### src/rtl/datapath_controller_if.sv
// Handshake and datapath-control bundle between the instruction controller
// and its surroundings (instruction source, status source, datapath).
interface datapath_controller_if;
  // Instruction handshake and datapath status
  logic        instr_valid;
  logic [31:0] instr;
  logic        instr_ready;
  logic [31:0] status_in;

  // Register-file addresses: Rn, Rm, Rs, Rd
  logic [3:0]  A_addr;
  logic [3:0]  B_addr;
  logic [3:0]  shift_addr;
  logic [3:0]  w_addr;

  // Datapath register enables
  logic        en_A;
  logic        en_B;
  logic        en_C;
  logic        en_status;
  logic        w_en;

  // Datapath mux selects and operation codes
  logic        sel_A;
  logic        sel_B;
  logic        sel_shift;
  logic        wb_sel;
  logic [1:0]  shift_op;
  logic [2:0]  ALU_op;

  // Shift amount and operand-2 immediate
  logic [31:0] shift_imme;
  logic [31:0] imme_data;

  // Per-instruction completion pulses
  logic        done;
  logic        skipped;
  logic        err;

  // Controller side: consumes instructions and status, drives the datapath.
  modport master (
    input  instr_valid, instr, status_in,
    output instr_ready,
    output A_addr, B_addr, shift_addr, w_addr,
    output en_A, en_B, en_C, en_status, w_en,
    output sel_A, sel_B, sel_shift, wb_sel, shift_op, ALU_op,
    output shift_imme, imme_data,
    output done, skipped, err
  );

  // Environment side: offers instructions and status, observes the controls.
  modport slave (
    output instr_valid, instr, status_in,
    input  instr_ready,
    input  A_addr, B_addr, shift_addr, w_addr,
    input  en_A, en_B, en_C, en_status, w_en,
    input  sel_A, sel_B, sel_shift, wb_sel, shift_op, ALU_op,
    input  shift_imme, imme_data,
    input  done, skipped, err
  );
endinterface

### src/rtl/datapath_controller.sv
// Multi-cycle controller for ARM data-processing instructions.
// One instruction in flight: IDLE -> DECODE -> LOAD -> EXEC -> WB -> IDLE.
// Instructions that fail their condition, or that are not supported
// data-processing forms, retire from DECODE with a skipped/err pulse.
module datapath_controller (
  input  logic                         clk,
  input  logic                         rst_n,
  datapath_controller_if.master        bus
);

  typedef enum logic [2:0] {
    IDLE   = 3'd0,
    DECODE = 3'd1,
    LOAD   = 3'd2,
    EXEC   = 3'd3,
    WB     = 3'd4
  } state_t;

  // Data-processing opcodes (IR[24:21]) handled by this datapath
  localparam logic [3:0] OP_AND = 4'b0000;
  localparam logic [3:0] OP_EOR = 4'b0001;
  localparam logic [3:0] OP_SUB = 4'b0010;
  localparam logic [3:0] OP_ADD = 4'b0100;
  localparam logic [3:0] OP_CMP = 4'b1010;
  localparam logic [3:0] OP_ORR = 4'b1100;
  localparam logic [3:0] OP_MOV = 4'b1101;

  // ALU operation encodings
  localparam logic [2:0] ALU_ADD = 3'b000;
  localparam logic [2:0] ALU_SUB = 3'b001;
  localparam logic [2:0] ALU_AND = 3'b010;
  localparam logic [2:0] ALU_ORR = 3'b011;
  localparam logic [2:0] ALU_EOR = 3'b100;

  state_t      state;
  state_t      state_next;
  logic [31:0] ir;

  // Instruction fields
  logic [3:0]  cond;
  logic [1:0]  op_class;
  logic        imm_form;
  logic [3:0]  opcode;
  logic        set_flags;
  logic [3:0]  nzcv;

  assign cond      = ir[31:28];
  assign op_class  = ir[27:26];
  assign imm_form  = ir[25];
  assign opcode    = ir[24:21];
  assign set_flags = ir[20];
  assign nzcv      = bus.status_in[31:28];

  // Only the flag nibble of the status word matters to the controller.
  logic unused_status;
  assign unused_status = ^bus.status_in[27:0];

  logic accept;
  assign accept = bus.instr_valid && bus.instr_ready;

  // Decoded opcode properties
  logic        op_legal;
  logic [2:0]  dec_alu;
  logic        is_cmp;
  logic        is_mov;
  logic        cond_true;

  // Local copies of every control output, mapped onto the bus below
  logic        instr_ready;
  logic [3:0]  a_addr;
  logic [3:0]  b_addr;
  logic [3:0]  shift_addr;
  logic [3:0]  w_addr;
  logic        en_a;
  logic        en_b;
  logic        en_c;
  logic        en_status;
  logic        w_en;
  logic        sel_a;
  logic        sel_b;
  logic        sel_shift;
  logic [1:0]  shift_op;
  logic [2:0]  alu_op;
  logic [31:0] shift_imme;
  logic [31:0] imme_data;
  logic        done;
  logic        skipped;
  logic        err;

  // Evaluate an ARM condition code against the N,Z,C,V flags.
  function automatic logic cond_pass(input logic [3:0] cc, input logic [3:0] f);
    logic n, z, c, v;
    logic pass;
    n = f[3];
    z = f[2];
    c = f[1];
    v = f[0];
    case (cc)
      4'b0000: pass = z;                    // EQ
      4'b0001: pass = !z;                   // NE
      4'b0010: pass = c;                    // CS
      4'b0011: pass = !c;                   // CC
      4'b0100: pass = n;                    // MI
      4'b0101: pass = !n;                   // PL
      4'b0110: pass = v;                    // VS
      4'b0111: pass = !v;                   // VC
      4'b1000: pass = c && !z;              // HI
      4'b1001: pass = !c || z;              // LS
      4'b1010: pass = (n == v);             // GE
      4'b1011: pass = (n != v);             // LT
      4'b1100: pass = !z && (n == v);       // GT
      4'b1101: pass = z || (n != v);        // LE
      4'b1110: pass = 1'b1;                 // AL
      default: pass = 1'b0;                 // 1111 never executes
    endcase
    return pass;
  endfunction

  // Rotate a 32-bit word right by 0..31 positions.
  function automatic logic [31:0] ror32(input logic [31:0] val, input logic [4:0] amt);
    logic [63:0] doubled;
    doubled = {val, val} >> amt;
    return doubled[31:0];
  endfunction

  // State register
  always_ff @(posedge clk or negedge rst_n) begin
    // NOTE: sequential state uses non-blocking assignments so every flop
    // samples the pre-edge values regardless of process ordering.
    if (!rst_n) begin
      state <= IDLE;
    end else begin
      state <= state_next;
    end
  end

  // Instruction register, loaded on an accepted handshake
  always_ff @(posedge clk or negedge rst_n) begin
    // NOTE: the IR is reset because its fields feed the address and
    // immediate outputs; a known zero keeps them defined out of reset.
    if (!rst_n) begin
      ir <= '0;
    end else if (accept) begin
      ir <= bus.instr;
    end
  end

  // Opcode decode: legality and ALU operation
  always_comb begin
    op_legal = 1'b1;
    dec_alu  = ALU_ADD;
    case (opcode)
      OP_AND:  dec_alu = ALU_AND;
      OP_EOR:  dec_alu = ALU_EOR;
      OP_SUB:  dec_alu = ALU_SUB;
      OP_ADD:  dec_alu = ALU_ADD;
      OP_ORR:  dec_alu = ALU_ORR;
      OP_MOV:  dec_alu = ALU_ADD;
      OP_CMP:  dec_alu = ALU_SUB;
      default: op_legal = 1'b0;
    endcase
    if (op_class != 2'b00) begin
      op_legal = 1'b0;
    end
  end

  assign is_cmp    = (opcode == OP_CMP);
  assign is_mov    = (opcode == OP_MOV);
  assign cond_true = cond_pass(cond, nzcv);

  // Next-state logic and all control outputs
  always_comb begin
    // NOTE: every output is given a default before the case so no path
    // through this block leaves a variable unassigned (no latches).
    state_next  = state;
    instr_ready = 1'b0;
    en_a        = 1'b0;
    en_b        = 1'b0;
    en_c        = 1'b0;
    en_status   = 1'b0;
    w_en        = 1'b0;
    done        = 1'b0;
    skipped     = 1'b0;
    err         = 1'b0;
    a_addr      = '0;
    b_addr      = '0;
    shift_addr  = '0;
    w_addr      = '0;
    sel_a       = 1'b0;
    sel_b       = 1'b0;
    sel_shift   = 1'b0;
    shift_op    = '0;
    alu_op      = '0;
    shift_imme  = '0;
    imme_data   = '0;

    unique case (state)
      IDLE: begin
        instr_ready = 1'b1;
        if (bus.instr_valid) begin
          state_next = DECODE;
        end
      end
      DECODE: begin
        if (!op_legal) begin
          done       = 1'b1;
          err        = 1'b1;
          state_next = IDLE;
        end else if (!cond_true) begin
          done       = 1'b1;
          skipped    = 1'b1;
          state_next = IDLE;
        end else begin
          state_next = LOAD;
        end
      end
      LOAD: begin
        en_a       = 1'b1;
        en_b       = 1'b1;
        state_next = EXEC;
      end
      EXEC: begin
        en_c       = 1'b1;
        en_status  = set_flags || is_cmp;
        state_next = WB;
      end
      WB: begin
        w_en       = !is_cmp;
        done       = 1'b1;
        state_next = IDLE;
      end
      default: begin
        state_next = IDLE;
      end
    endcase

    // Operand routing is held steady from DECODE through WB; IDLE keeps
    // every address, select and immediate at zero.
    if (state != IDLE) begin
      a_addr     = ir[19:16];
      w_addr     = ir[15:12];
      shift_addr = ir[11:8];
      b_addr     = ir[3:0];
      alu_op     = dec_alu;
      sel_a      = is_mov;
      if (imm_form) begin
        sel_b     = 1'b1;
        imme_data = ror32({24'd0, ir[7:0]}, {ir[11:8], 1'b0});
      end else begin
        shift_op   = ir[6:5];
        sel_shift  = ir[4];
        shift_imme = {27'd0, ir[11:7]};
      end
    end
  end

  assign bus.instr_ready = instr_ready;
  assign bus.A_addr      = a_addr;
  assign bus.B_addr      = b_addr;
  assign bus.shift_addr  = shift_addr;
  assign bus.w_addr      = w_addr;
  assign bus.en_A        = en_a;
  assign bus.en_B        = en_b;
  assign bus.en_C        = en_c;
  assign bus.en_status   = en_status;
  assign bus.w_en        = w_en;
  assign bus.sel_A       = sel_a;
  assign bus.sel_B       = sel_b;
  assign bus.sel_shift   = sel_shift;
  assign bus.wb_sel      = 1'b0;
  assign bus.shift_op    = shift_op;
  assign bus.ALU_op      = alu_op;
  assign bus.shift_imme  = shift_imme;
  assign bus.imme_data   = imme_data;
  assign bus.done        = done;
  assign bus.skipped     = skipped;
  assign bus.err         = err;

endmodule

### src/flat_wrapper.sv
// flat-port wrapper written by rule: the top's interface ports become plain ports
module datapath_controller_flat 
  (clk, rst_n, bus_instr_valid, bus_instr, bus_status_in, bus_instr_ready, bus_A_addr, bus_B_addr, bus_shift_addr, bus_w_addr, bus_en_A, bus_en_B, bus_en_C, bus_en_status, bus_w_en, bus_sel_A, bus_sel_B, bus_sel_shift, bus_wb_sel, bus_shift_op, bus_ALU_op, bus_shift_imme, bus_imme_data, bus_done, bus_skipped, bus_err);
  datapath_controller_if bus_i ();
  input  logic clk;
  input  logic rst_n;
  input wire logic [$bits(bus_i.instr_valid)-1:0] bus_instr_valid;
  input wire logic [$bits(bus_i.instr)-1:0] bus_instr;
  input wire logic [$bits(bus_i.status_in)-1:0] bus_status_in;
  output wire logic [$bits(bus_i.instr_ready)-1:0] bus_instr_ready;
  output wire logic [$bits(bus_i.A_addr)-1:0] bus_A_addr;
  output wire logic [$bits(bus_i.B_addr)-1:0] bus_B_addr;
  output wire logic [$bits(bus_i.shift_addr)-1:0] bus_shift_addr;
  output wire logic [$bits(bus_i.w_addr)-1:0] bus_w_addr;
  output wire logic [$bits(bus_i.en_A)-1:0] bus_en_A;
  output wire logic [$bits(bus_i.en_B)-1:0] bus_en_B;
  output wire logic [$bits(bus_i.en_C)-1:0] bus_en_C;
  output wire logic [$bits(bus_i.en_status)-1:0] bus_en_status;
  output wire logic [$bits(bus_i.w_en)-1:0] bus_w_en;
  output wire logic [$bits(bus_i.sel_A)-1:0] bus_sel_A;
  output wire logic [$bits(bus_i.sel_B)-1:0] bus_sel_B;
  output wire logic [$bits(bus_i.sel_shift)-1:0] bus_sel_shift;
  output wire logic [$bits(bus_i.wb_sel)-1:0] bus_wb_sel;
  output wire logic [$bits(bus_i.shift_op)-1:0] bus_shift_op;
  output wire logic [$bits(bus_i.ALU_op)-1:0] bus_ALU_op;
  output wire logic [$bits(bus_i.shift_imme)-1:0] bus_shift_imme;
  output wire logic [$bits(bus_i.imme_data)-1:0] bus_imme_data;
  output wire logic [$bits(bus_i.done)-1:0] bus_done;
  output wire logic [$bits(bus_i.skipped)-1:0] bus_skipped;
  output wire logic [$bits(bus_i.err)-1:0] bus_err;
  assign bus_i.instr_valid = bus_instr_valid;
  assign bus_i.instr = bus_instr;
  assign bus_i.status_in = bus_status_in;
  assign bus_instr_ready = bus_i.instr_ready;
  assign bus_A_addr = bus_i.A_addr;
  assign bus_B_addr = bus_i.B_addr;
  assign bus_shift_addr = bus_i.shift_addr;
  assign bus_w_addr = bus_i.w_addr;
  assign bus_en_A = bus_i.en_A;
  assign bus_en_B = bus_i.en_B;
  assign bus_en_C = bus_i.en_C;
  assign bus_en_status = bus_i.en_status;
  assign bus_w_en = bus_i.w_en;
  assign bus_sel_A = bus_i.sel_A;
  assign bus_sel_B = bus_i.sel_B;
  assign bus_sel_shift = bus_i.sel_shift;
  assign bus_wb_sel = bus_i.wb_sel;
  assign bus_shift_op = bus_i.shift_op;
  assign bus_ALU_op = bus_i.ALU_op;
  assign bus_shift_imme = bus_i.shift_imme;
  assign bus_imme_data = bus_i.imme_data;
  assign bus_done = bus_i.done;
  assign bus_skipped = bus_i.skipped;
  assign bus_err = bus_i.err;
  datapath_controller u_core (.clk(clk), .rst_n(rst_n), .bus(bus_i));
endmodule
### config.mk
export PLATFORM = sky130hd
export DESIGN_NAME = datapath_controller_flat
export DESIGN_NICKNAME = d
export VERILOG_FILES = /design/src/rtl/datapath_controller_if.sv /design/src/rtl/datapath_controller.sv /design/src/flat_wrapper.sv
export SDC_FILE = /design/constraint.sdc
export NUM_CORES = 1
export LEC_CHECK = 0
export CORE_MARGIN = 2
export CORE_UTILIZATION = 35
export CTS_BUF_LIST = sky130_fd_sc_hd__clkbuf_4
export DETAILED_ROUTE_END_ITERATION = 12
export PLACE_DENSITY = 0.79
export SYNTH_ARGS = -nofsm -noshare
export SYNTH_HDL_FRONTEND = slang
export SYNTH_SLANG_ARGS = --single-unit
### constraint.sdc
create_clock -name clk -period 1.55 [get_ports clk]
set_clock_uncertainty 0.05 [all_clocks]
set_input_delay 0.2325 -clock clk [delete_from_list [all_inputs] [get_ports clk]]
set_output_delay 0.2325 -clock clk [all_outputs]
set_load 0.05 [all_outputs]
==> run metrics, run 1 <==
worst r2r src=u_core.state[2]; TritonCTS Buffers=5; share of the yosys chip area belonging to registers=0.322; fmax=0.412 GHz; violated checks=setup timing; H-tree levels=2; Syn Inst Count=between 300 and 400; GPL Wtd Cong=approximately 0.83; Worst EP arrival=about 2200 ps; power share of the sequential group=0.121; max_cap viols=0; TritonCTS clock tree=yes; GRT Overall Usage=0.251; Critical Path Source=u_core.ir[29]; share of layout cells above drive strength 1=0.725; unrepaired setup endpoints after global routing=yes; Leak=2.71 nW; CP Max Fanout=3; synth unique cells=42; PortBufs=~110; Final ANT Viol Nets=0; PnR worst setup slack=-879 ps; Min-Delay Path Class=input port to async pin; final setup TNS=-49940 ps; die width=92.2 um; clock network fraction of design power=0.033; global-route wire length before repair=between 15 and 20 mm; vias after detailed routing=between 3k and 4k; core area=about 7600 um2; drt total wl=about 12 mm; Final Hold Viols=0; Post-synth EDFFs=0; drt pass-1 iters=4; Die ar.=around 8500 um2; GR Overflow Total=0; DRT iter0 DRCs=roughly 140; WS Path Type=flop to output port; Fill cells=about 360; status=complete, but fails checks; Pwr Density=around 2500 nW/um2; Clock Path Buffers=2; CTS Sinks=35; Post-Syn Area=~2700 um2; number of remaining DRC errors=0; Die Y=92.2 um; root buffer cell=clkbuf_4; initial antenna violation count=1; Wirelength per Cell=around 20 um; Site Rows=32; Initial Util=0.358; Post-layout nets=around 590; Main synth FF type=dfrtp_1; HPWL after DPL=~6.6 mm; P&R area growth vs syn=137%; Comb pwr share=0.846; Clock Latency Late Sink=360 ps; largest net degree at the start of global routing=36; fraction of registers with async set/reset=1.00; I/O Pins=roughly 170; worst hold slack=around 380 ps; Data required, critical path=~1300 ps; Final Slew Violations=0; Sw Share=0.503; P_int=about 8 mW; vias in the first global route=around 3.3k; FF-to-FF setup slack=-400 ps; crit path capture type=output port; clock slew at the register clock pins of the worst setup and hold paths=~120 ps; Final setup violation count=a little over 100; crit start category=flop; Post-Syn Area per Cell=roughly 8.6 um2; Synth Register Bits=35; Period minus WS final=approximately 2400 ps; yosys synthesis warning count=0; Tcrit/Tclk final=1.57; P_sw=between 8 and 9 mW; Worst VDD drop=~0.0016 V; drt via density=5.15
[timing repair]
action / 4_1_cts / 5_1_grt
endpoints found under the setup margin: 100 / 103
hold buffers: 1 / 0
pin swaps: 53 / 43
cloned: 3 / 0
endpoints found under the hold margin: 35 / 0
gates resized for setup: 189 / 83
buffers inserted: 31 / 22
[per-layer routing]
layer	global-route usage	part of all wire
met1	0.267	0.36
met2	0.479	0.54
met3	0.0518	0.057
met4	0.103	0.037
met5	0	0
[synthesized netlist by cell type (8+ instances only)]
library cell | instances | area (um2)
buf_4 | 31 | 233
a21oi_1 | 15 | 75.1
nor2_1 | 38 | 143
clkbuf_1 | 12 | 45.0
dfrtp_1 | 35 | 876
o21ai_0 | 9 | 45.0
nand3_1 | 16 | 80.1
nand2b_1 | 8 | 50.1
mux2_2 | 32 | 360
mux2i_1 | 8 | 80.1
and2_1 | 9 | 56.3
nor3_1 | 14 | 70.1
nand2_1 | 15 | 56.3
nor2b_1 | 17 | 106
[per-stage QoR]
step           setup WS [ps]  power [mW]  cells  cell area, um2   util
2_1_floorplan           -438        8.28    344            3550      -
3_3_place_gp            -708        11.1    575            4890  0.643
3_5_place_dp            -794        11.3    575            4890  0.643
4_1_cts                 -843        14.6    611            6050  0.795
5_1_grt                 -975        16.8    623            6430  0.846
6_report                -879        16.2    623            6430  0.846
[worst max-delay path, stage by stage (launching register included)]
cell	delay (ps)
dfrtp_1	410
buf_4	150
nor3b_1	260
a21oi_1	70
or3_1	380
o41ai_4	80
buf_4	210
o31ai_4	70
buf_12	160
[power groups by stage]
stage | Sequential (mW) | Clock (mW) | Combinational, mW
finish | 1.96 | 0.538 | 13.7
global route | 2.00 | 0.597 | 14.2
CTS | 1.85 | 0.542 | 12.3
detailed placement | 1.81 | 0 | 9.47
global placement | 1.78 | 0 | 9.29
floorplan | 1.67 | 0 | 6.61
[registers in the layout, summed over array words and instances (netlist names)]
name,cells
u_core.ir,32
u_core.state,3
[worst paths after layout]
kind,to,depth (start not counted)
worst max-delay path,bus_done,8
worst min-delay path,u_core.ir[23],3
worst max register to register,u_core.ir[13],7
worst min register to register,u_core.ir[16],1
max in group asynchronous,u_core.ir[8],3
min in group clk,u_core.ir[10],3
[cells by family after synthesis]
family                 count (synthesis)  share of synthesized area
buffers and inverters                 60                      0.139
multiplexers                          40                      0.162
AND/OR/NAND/NOR                      140                      0.269
XOR/XNOR                               2                    0.00644
other                                  1                    0.00138
AO/OA/AOI/OAI                         39                      0.101
flip-flops                            35                      0.322
[final cells by class]
class	count	area, um2	area share
Timing Repair Buffer	222	2520	0.392
Tap cell	102	128	0.0198
Clock inverter	1	5.00	0.000778
Sequential cell	35	882	0.137
Antenna cell	1	2.50	0.000389
Multi-Input combinational cell	249	2810	0.436
Inverter	6	33.8	0.00525
Clock buffer	7	52.6	0.00817
[cell usage in the layout (no fill, tap or decap), drive strengths merged, types with 2 or more instances in the layout]
master         Yosys  routed
o21ai              9       9
clkdlybuf4s50      0      36
mux2              32      32
xor2               2       2
and2               9       9
nor3              15      15
nand2b             8       8
nand3             16      16
nor4               2       2
nor2              38      38
dfrtp             35      35
o2bb2ai            2       2
clkbuf            12       7
nor3b              3       3
a21oi             15      15
conb               1      28
inv                6       5
nand4              6       6
a2111oi            2       2
nor2b             17      17
mux2i              8       8
buf               42     184
a31oi              4       4
and3               3       3
nor4b              2       2
nand2             15      15
Note: power is estimated with default switching activity, not from simulation.
==> inputs of run 2 (changes only) <==
--- a/config.mk
+++ b/config.mk
@@ -5,6 +5,7 @@
 export SDC_FILE = /design/constraint.sdc
 export NUM_CORES = 1
 export LEC_CHECK = 0
+export CAP_MARGIN = 20
 export CORE_MARGIN = 2
 export CORE_UTILIZATION = 35
 export CTS_BUF_LIST = sky130_fd_sc_hd__clkbuf_4
==> results of run 2 <==
Same layout as run 1: the final DEF is identical, and so are final timing and power.
